`config.mk`:
```
export PLATFORM = sky130hd
export DESIGN_NAME = fetch_unit_flat
export DESIGN_NICKNAME = d
export VERILOG_FILES = /design/src/rtl/fetch_pkg.sv /design/src/rtl/fetch_if.sv /design/src/rtl/fetch_queue.sv /design/src/rtl/fetch_unit.sv /design/src/flat_wrapper.sv
export SDC_FILE = /design/constraint.sdc
export NUM_CORES = 1
export LEC_CHECK = 0
export CAP_MARGIN = 30
export CORE_UTILIZATION = 50
export DETAILED_ROUTE_END_ITERATION = 16
export PLACE_DENSITY_LB_ADDON = 0.15
export SYNTH_ARGS = -nofsm -noshare
export SYNTH_HDL_FRONTEND = slang
export SYNTH_SLANG_ARGS = --single-unit
```
`constraint.sdc`:
```
create_clock -name Clk -period 6.9 [get_ports Clk]
set_input_delay 1.035 -clock Clk [delete_from_list [all_inputs] [get_ports Clk]]
set_output_delay 1.035 -clock Clk [all_outputs]
set_load 0.05 [all_outputs]
```
`src/rtl/fetch_pkg.sv`:
```
// Shared types and constants for the instruction-fetch block.
// Optional feature macro: FETCH_WRAP_TRAP_EN (wrap-around trap with sticky Fault).
package fetch_pkg;

  localparam int ADDR_W  = 8;
  localparam int INSTR_W = 9;

  // Highest ROM address; issuing from here is the wrap point.
  localparam logic [ADDR_W-1:0] ADDR_MAX = '1;

  // One prefetched word together with the address it came from.
  typedef struct packed {
    logic [ADDR_W-1:0]  addr;
    logic [INSTR_W-1:0] instr;
  } fetch_entry_t;

  // RUN: issuing this cycle. HOLD: no issue (disabled, no space or trapped).
  // REDIRECT: the cycle following a taken branch.
  typedef enum logic [1:0] {
    RUN      = 2'd0,
    HOLD     = 2'd1,
    REDIRECT = 2'd2
  } fetch_state_t;

  // Sequential PC step, 8-bit modulo.
  function automatic logic [ADDR_W-1:0] next_pc(input logic [ADDR_W-1:0] pc);
    return pc + 8'd1;
  endfunction

endpackage

```
`src/rtl/fetch_if.sv`:
```
// Bus between the fetch unit and its environment (program ROM + decoder).
// Fault exists only when FETCH_WRAP_TRAP_EN is defined.
interface fetch_if;
  import fetch_pkg::*;

  logic                Enable;
  logic [ADDR_W-1:0]   Direccion_Instrucciones;
  logic [INSTR_W-1:0]  Instruccion;
  logic                Salto;
  logic [ADDR_W-1:0]   Destino_Salto;
  logic                Instr_Valid;
  logic [INSTR_W-1:0]  Instr_Out;
  logic [ADDR_W-1:0]   Instr_PC;
  logic                Instr_Ready;
`ifdef FETCH_WRAP_TRAP_EN
  logic                Fault;
`endif

`ifdef FETCH_WRAP_TRAP_EN
  modport master (
    input  Enable, Instruccion, Salto, Destino_Salto, Instr_Ready,
    output Direccion_Instrucciones, Instr_Valid, Instr_Out, Instr_PC, Fault
  );
  modport slave (
    output Enable, Instruccion, Salto, Destino_Salto, Instr_Ready,
    input  Direccion_Instrucciones, Instr_Valid, Instr_Out, Instr_PC, Fault
  );
`else
  modport master (
    input  Enable, Instruccion, Salto, Destino_Salto, Instr_Ready,
    output Direccion_Instrucciones, Instr_Valid, Instr_Out, Instr_PC
  );
  modport slave (
    output Enable, Instruccion, Salto, Destino_Salto, Instr_Ready,
    input  Direccion_Instrucciones, Instr_Valid, Instr_Out, Instr_PC
  );
`endif

endinterface

```
`src/rtl/fetch_queue.sv`:
```
// Two-entry prefetch FIFO of {addr, instr}. Flush empties it and drops a
// same-cycle push; pop on empty is ignored; push+pop on full is legal.
module fetch_queue
  import fetch_pkg::*;
#(
  parameter int unsigned QDEPTH = 2
) (
  input  logic         clk,
  input  logic         rst,
  input  logic         flush,
  input  logic         push,
  input  fetch_entry_t push_data,
  input  logic         pop,
  output fetch_entry_t head,
  output logic [1:0]   count
);

  logic       wr_ptr_q, wr_ptr_d;
  logic       rd_ptr_q, rd_ptr_d;
  logic [1:0] count_q, count_d;
  logic       push_eff, pop_eff;

  fetch_entry_t entries [QDEPTH];

  assign pop_eff  = pop & (count_q != 2'd0);
  assign push_eff = push & ~flush;

  genvar gi;
  generate
    for (gi = 0; gi < QDEPTH; gi = gi + 1) begin : g_slot
      fetch_entry_t entry_q, entry_d;
      logic         wr_hit;

      assign wr_hit = push_eff & (wr_ptr_q == 1'(gi));

      // Slot contents: capture the pushed word when the write pointer aims here
      always_comb begin
        entry_d = entry_q;
        if (wr_hit) begin
          entry_d = push_data;
        end
      end

      // Slot storage register
      always_ff @(posedge clk or posedge rst) begin
        if (rst) begin
          entry_q <= '0;
        end else begin
          entry_q <= entry_d;
        end
      end

      assign entries[gi] = entry_q;
    end
  endgenerate

  // Pointer and occupancy update; flush overrides push and pop
  always_comb begin
    wr_ptr_d = wr_ptr_q;
    rd_ptr_d = rd_ptr_q;
    count_d  = count_q;
    if (flush) begin
      wr_ptr_d = 1'b0;
      rd_ptr_d = 1'b0;
      count_d  = 2'd0;
    end else begin
      if (push_eff) begin
        wr_ptr_d = ~wr_ptr_q;
      end
      if (pop_eff) begin
        rd_ptr_d = ~rd_ptr_q;
      end
      count_d = count_q + {1'b0, push_eff} - {1'b0, pop_eff};
    end
  end

  // Pointer and occupancy registers
  always_ff @(posedge clk or posedge rst) begin
    if (rst) begin
      wr_ptr_q <= 1'b0;
      rd_ptr_q <= 1'b0;
      count_q  <= 2'd0;
    end else begin
      wr_ptr_q <= wr_ptr_d;
      rd_ptr_q <= rd_ptr_d;
      count_q  <= count_d;
    end
  end

  assign head  = entries[rd_ptr_q];
  assign count = count_q;

  // The issue side reserves a slot before fetching, so a push can only meet
  // a full queue when the decoder pops in the same cycle.
  a_no_overflow: assert property (@(posedge clk) disable iff (rst)
    !(push_eff && !pop_eff && (count_q == 2'(QDEPTH))));

endmodule

```
`src/rtl/fetch_unit.sv`:
```
// Instruction-fetch initiator: PC, ROM address issue, one-deep in-flight
// tracking, 2-entry prefetch queue and branch redirect/flush.
// Optional feature macro: FETCH_WRAP_TRAP_EN -- issuing from 8'hFF raises a
// sticky Fault and stops issue until Salto or Rst; otherwise the PC wraps.
module fetch_unit
  import fetch_pkg::*;
#(
  parameter logic [ADDR_W-1:0] RESET_PC = 8'h00,
  parameter int unsigned       QDEPTH   = 2
) (
  input  logic    Clk,
  input  logic    Rst,
  fetch_if.master bus
);

  fetch_state_t      state_q, state_d;
  logic [ADDR_W-1:0] pc_q, pc_d;
  logic [ADDR_W-1:0] addr_q, addr_d;
  logic [ADDR_W-1:0] tag_q, tag_d;
  logic              inflight_q, inflight_d;

  logic              q_push, q_pop, q_valid;
  logic [1:0]        q_count;
  logic [2:0]        occupancy;
  logic              space_ok;
  logic              trap_block;
  fetch_entry_t      q_push_data, q_head;

`ifdef FETCH_WRAP_TRAP_EN
  logic              fault_q, fault_d;
`endif

  assign q_valid = (q_count != 2'd0);
  assign q_pop   = q_valid & bus.Instr_Ready;

  // Occupancy once this cycle's pop and return have landed; a new issue
  // needs a free slot for its word to arrive into next cycle.
  assign occupancy = {1'b0, q_count} - {2'b00, q_pop} + {2'b00, inflight_q};
  assign space_ok  = (occupancy < 3'(QDEPTH));

  // A return can never be outstanding during REDIRECT; gating on it keeps a
  // stale capture from slipping in should that ever change.
  assign q_push      = inflight_q & (state_q != REDIRECT);
  assign q_push_data = '{addr: tag_q, instr: bus.Instruccion};

`ifdef FETCH_WRAP_TRAP_EN
  assign trap_block = fault_q | (inflight_q & (tag_q == ADDR_MAX));
`else
  assign trap_block = 1'b0;
`endif

  // Next-state and issue decision: branch redirect beats everything, then issue
  always_comb begin
    state_d    = state_q;
    pc_d       = pc_q;
    addr_d     = addr_q;
    tag_d      = tag_q;
    inflight_d = 1'b0;
    if (bus.Salto) begin
      state_d = REDIRECT;
      pc_d    = bus.Destino_Salto;
    end else if (bus.Enable && space_ok && !trap_block) begin
      state_d    = RUN;
      addr_d     = pc_q;
      tag_d      = pc_q;
      inflight_d = 1'b1;
      pc_d       = next_pc(pc_q);
`ifdef FETCH_WRAP_TRAP_EN
      if (pc_q == ADDR_MAX) begin
        pc_d = pc_q;
      end
`endif
    end else begin
      state_d = HOLD;
    end
  end

  // PC, ROM address, in-flight flag/tag and FSM state registers
  always_ff @(posedge Clk or posedge Rst) begin
    if (Rst) begin
      state_q    <= RUN;
      pc_q       <= RESET_PC;
      addr_q     <= RESET_PC;
      tag_q      <= '0;
      inflight_q <= 1'b0;
    end else begin
      state_q    <= state_d;
      pc_q       <= pc_d;
      addr_q     <= addr_d;
      tag_q      <= tag_d;
      inflight_q <= inflight_d;
    end
  end

`ifdef FETCH_WRAP_TRAP_EN
  // Sticky wrap fault: set when the 8'hFF word is queued, cleared by a branch
  always_comb begin
    fault_d = fault_q;
    if (bus.Salto) begin
      fault_d = 1'b0;
    end else if (q_push && (tag_q == ADDR_MAX)) begin
      fault_d = 1'b1;
    end
  end

  // Fault register
  always_ff @(posedge Clk or posedge Rst) begin
    if (Rst) begin
      fault_q <= 1'b0;
    end else begin
      fault_q <= fault_d;
    end
  end

  assign bus.Fault = fault_q;
`endif

  fetch_queue #(
    .QDEPTH (QDEPTH)
  ) u_queue (
    .clk       (Clk),
    .rst       (Rst),
    .flush     (bus.Salto),
    .push      (q_push),
    .push_data (q_push_data),
    .pop       (q_pop),
    .head      (q_head),
    .count     (q_count)
  );

  assign bus.Direccion_Instrucciones = addr_q;
  assign bus.Instr_Valid             = q_valid;
  assign bus.Instr_Out               = q_valid ? q_head.instr : '0;
  assign bus.Instr_PC                = q_valid ? q_head.addr  : '0;

endmodule
```
`src/flat_wrapper.sv`:
```
// flat-port wrapper written by rule: the top's interface ports become plain ports
module fetch_unit_flat import fetch_pkg::*;
#(
  parameter logic [ADDR_W-1:0] RESET_PC = 8'h00,
  parameter int unsigned       QDEPTH   = 2
)
  (Clk, Rst, bus_Enable, bus_Instruccion, bus_Salto, bus_Destino_Salto, bus_Instr_Ready, bus_Direccion_Instrucciones, bus_Instr_Valid, bus_Instr_Out, bus_Instr_PC);
  fetch_if bus_i ();
  input  logic Clk;
  input  logic Rst;
  input wire logic [$bits(bus_i.Enable)-1:0] bus_Enable;
  input wire logic [$bits(bus_i.Instruccion)-1:0] bus_Instruccion;
  input wire logic [$bits(bus_i.Salto)-1:0] bus_Salto;
  input wire logic [$bits(bus_i.Destino_Salto)-1:0] bus_Destino_Salto;
  input wire logic [$bits(bus_i.Instr_Ready)-1:0] bus_Instr_Ready;
  output wire logic [$bits(bus_i.Direccion_Instrucciones)-1:0] bus_Direccion_Instrucciones;
  output wire logic [$bits(bus_i.Instr_Valid)-1:0] bus_Instr_Valid;
  output wire logic [$bits(bus_i.Instr_Out)-1:0] bus_Instr_Out;
  output wire logic [$bits(bus_i.Instr_PC)-1:0] bus_Instr_PC;
  assign bus_i.Enable = bus_Enable;
  assign bus_i.Instruccion = bus_Instruccion;
  assign bus_i.Salto = bus_Salto;
  assign bus_i.Destino_Salto = bus_Destino_Salto;
  assign bus_i.Instr_Ready = bus_Instr_Ready;
  assign bus_Direccion_Instrucciones = bus_i.Direccion_Instrucciones;
  assign bus_Instr_Valid = bus_i.Instr_Valid;
  assign bus_Instr_Out = bus_i.Instr_Out;
  assign bus_Instr_PC = bus_i.Instr_PC;
  fetch_unit #(.RESET_PC(RESET_PC), .QDEPTH(QDEPTH)) u_core (.Clk(Clk), .Rst(Rst), .bus(bus_i));
endmodule
```
==> results.sh <==
export IMPL_fin_nets=296
export IMPL_crit_path_max_fanout=16
export IMPL_vias=1829
export IMPL_p_leak_nw=1.48
export IMPL_grt_usage=0.199
export IMPL_finalCritPeriodShare=0.501
export IMPL_cts_root_buf="clkbuf_8"
export IMPL_busiest_layer="met2"
export IMPL_synthToLayoutAreaGrowth_pct=25.6
export IMPL_use_met2=0.313
export IMPL_async_reset_ff_frac=1.00
export IMPL_period_needed_ps=3450
export IMPL_drc=0
export IMPL_combinationalPowerShare=0.475
export IMPL_avgViaCountPerCell=5.32
export IMPL_drv_cap=0
export IMPL_die_x_um=76.1
export IMPL_pin_count=48
export IMPL_total_power_mw=1.56
export IMPL_fmax_mhz=289
export IMPL_synthCells=216
export IMPL_critPathCaptureType="register"
export IMPL_dp_cells=328
export IMPL_synth_edff_count=0
export IMPL_finalClockSkew_ps=4.60
export IMPL_grtUsageMet1=0.254
export IMPL_layout_setup_ws_ps=3450
export IMPL_tns_ps=0
export IMPL_hold_viol_final=0
export IMPL_switching_share=0.411
export IMPL_final_cell_mix="57 x dfrtp_1, 47 x clkdlybuf4s50_1, 32 x mux2_2"
export IMPL_finalSetupViolCount=0
export IMPL_cts_inserted_buffers=9
export IMPL_worst_ep_arrival_time_ps=3660
export IMPL_start_kind="input port"
export IMPL_grtUsageMet3=0.0611
export IMPL_status="completed"
export IMPL_cts_tree="yes"
export IMPL_die_area_um2=5790
export IMPL_netlist_cell_type_count=41
export IMPL_cts_setup_buffers=0
export IMPL_drt_pass1_iterations=4
export IMPL_die_h_um=76.1
export IMPL_synth_ff_type="dfrtp_1"
export IMPL_clk_path_buf_depth=2
export IMPL_max_slew_margin=0.513
export IMPL_slew_viol_final=0
export IMPL_hold_buffers=0
export IMPL_cts_resized_gates=0
export IMPL_drive_above_1_share=0.245
export IMPL_worstPathRequired_ps=7110
export IMPL_final_common_cell="dfrtp_1"
export IMPL_wl_per_cell_um=14.7
export IMPL_fp_row_count=26
export IMPL_yosys_register_bits=57
export IMPL_core_area_um2=5200
export IMPL_grt_start_max_net_pins=58
export IMPL_stdcell_count=344
export IMPL_globalplace_congestion=0.792
export IMPL_grt_overflow_total=0
export IMPL_grt_pass1_vias=1806
export IMPL_n_antenna_cell=0
export IMPL_clock_latency_ps=330
export IMPL_cts_sinks=57
export IMPL_synth_avg_cell_area_um2=12.7
export IMPL_hp_class="register to register"
export IMPL_critical_path_slowest_cell="nor3_4"
export IMPL_peakVddDrop_mv=0.214
export IMPL_syn_nets=243
export IMPL_worst_pin_slew_ps=729
export IMPL_p_int_mw=0.919
export IMPL_htree_levels=3
export IMPL_place_worst_setup_slack_ps=3090
export IMPL_powerDensity_nw_per_um2=452
export IMPL_fillers=420
export IMPL_yosysSeqAreaShare=0.519
export IMPL_initial_core_util=0.528
export IMPL_routed_wl_um=5070
export IMPL_antenna_found_initial=0
export IMPL_p_sw_mw=0.640
export IMPL_timing_worst_setup_path_type="input port to register"
export IMPL_portBuffers=47
export IMPL_clk_pin_slew_ps=60
export IMPL_cp_cell_sequence="clkdlybuf4s50_1 > o21ai_0 > inv_1 > ha_1 > nand2b_1 > fa_1 > xor2_2 > nor3_4 > mux2_2"
export IMPL_yosys_warnings=0
export IMPL_syn_area_um2=2750
export IMPL_place_hpwl_um=3360
export IMPL_drt_initial_drc_count=67
export IMPL_rsz0062_at_grt="no"
export IMPL_grt_pass1_wl_um=8800
export IMPL_ant_nets=0
export IMPL_cpPeakStageDelay_ps=470
export IMPL_pwr_share_clk=0.162
export IMPL_p_seq_frac=0.364
-- cell usage after synthesis, types with 2 or more instances --
master | n | area share
xor2_1 | 2 | 0.0064
nand2b_1 | 2 | 0.0046
ha_1 | 4 | 0.018
nor2b_1 | 3 | 0.0068
mux2_4 | 10 | 0.055
mux2_2 | 32 | 0.13
clkbuf_1 | 3 | 0.0041
o21ai_0 | 3 | 0.0055
or4_1 | 6 | 0.016
nand3_1 | 4 | 0.0073
a31oi_1 | 4 | 0.0091
nor2_1 | 26 | 0.036
nand4_1 | 2 | 0.0046
buf_2 | 3 | 0.0055
dfrtp_1 | 57 | 0.52
inv_1 | 7 | 0.0096
o31ai_1 | 4 | 0.011
nand2_1 | 5 | 0.0068
mux2i_1 | 17 | 0.062
-- per-layer routing --
| metal | share of wire | vias up |
|---|---|---|
| li1 | - | 873 |
| met1 | 0.48 | 908 |
| met2 | 0.47 | 41 |
| met3 | 0.035 | 7 |
| met4 | 0.012 | 0 |
| met5 | 0 | - |
-- sequential cells by signal, summed over array words and instances (netlist names) --
name	flops
u_core.u_queue.wr_ptr_q	1
u_core.inflight_q	1
u_core.u_queue.count	2
u_core.bus.Direccion_Instrucciones	8
u_core.state_q	2
u_core.u_queue.rd_ptr_q	1
u_core.pc_q	8
u_core.u_queue.entries	34
-- worst paths after layout --
check,startpoint,cells after the start,to,slack (ps)
hold reg to reg,u_core.u_queue.entries[4]$_DFFE_PP0P_,1,u_core.u_queue.entries[4]$_DFFE_PP0P_,500
setup reg to reg,u_core.u_queue.count[1]$_DFF_PP0_,8,u_core.bus.Direccion_Instrucciones[0]$_DFFE_PP0P_,3910
setup / recovery,bus_Instr_Ready,9,u_core.bus.Direccion_Instrucciones[0]$_DFFE_PP0P_,3450
hold / removal,u_core.u_queue.entries[4]$_DFFE_PP0P_,1,u_core.u_queue.entries[4]$_DFFE_PP0P_,500
min in group asynchronous,Rst,3,u_core.u_queue.entries[6]$_DFFE_PP0P_,1230
max in group asynchronous,Rst,3,u_core.u_queue.rd_ptr_q$_DFFE_PP0P_,5210
-- through the flow --
| step | instance area [um^2] | hold slack (ps) | util |
|---|---|---|---|
| detailed placement | 3290 | 492 | 0.633 |
| floorplan | 2750 | 479 | - |
| finish | 3450 | 505 | 0.663 |
| CTS | 3450 | 507 | 0.663 |
| global route | 3450 | 518 | 0.663 |
| global placement | 3270 | 488 | 0.628 |
-- critical path: cells and delay by family --
family / cells / cell delay, ps
xor+xnor: 1 / 290
buf+inv: 2 / 500
compound gates: 1 / 130
mux: 1 / 390
simple gates: 2 / 620
fa+ha+maj: 2 / 700
-- logic make-up (layout without fill, tap and decap cells) --
logic type               Yosys count  count (layout)  share of synthesized area
multiplexers                      59              59                      0.248
XOR/XNOR                           4               4                     0.0155
flip-flops                        57              57                      0.519
AO/OA/AOI/OAI                     17              17                     0.0424
adder cells (fa/ha/maj)            5               5                     0.0255
buffers and inverters             17              75                     0.0328
AND/OR/NAND/NOR                   57              57                      0.117
-- power groups by stage --
stage	sequential (mW)	combinational, mW	clock (mW)
2_1_floorplan	0.623	0.476	0
3_3_place_gp	0.578	0.714	0
3_5_place_dp	0.573	0.744	0
4_1_cts	0.569	0.748	0.259
5_1_grt	0.587	0.796	0.275
6_report	0.567	0.740	0.252
-- final cells by class --
| type | instances | area [um^2] | share of cell area |
|---|---|---|---|
| Clock buffer | 12 | 135 | 0.0392 |
| Timing Repair Buffer | 51 | 520 | 0.151 |
| Clock inverter | 4 | 20.0 | 0.00580 |
| Multi-Input combinational cell | 142 | 1230 | 0.357 |
| Sequential cell | 57 | 1430 | 0.413 |
| Tap cell | 70 | 87.6 | 0.0254 |
| Inverter | 8 | 30.0 | 0.00871 |
(Power assumes the default switching activity.)
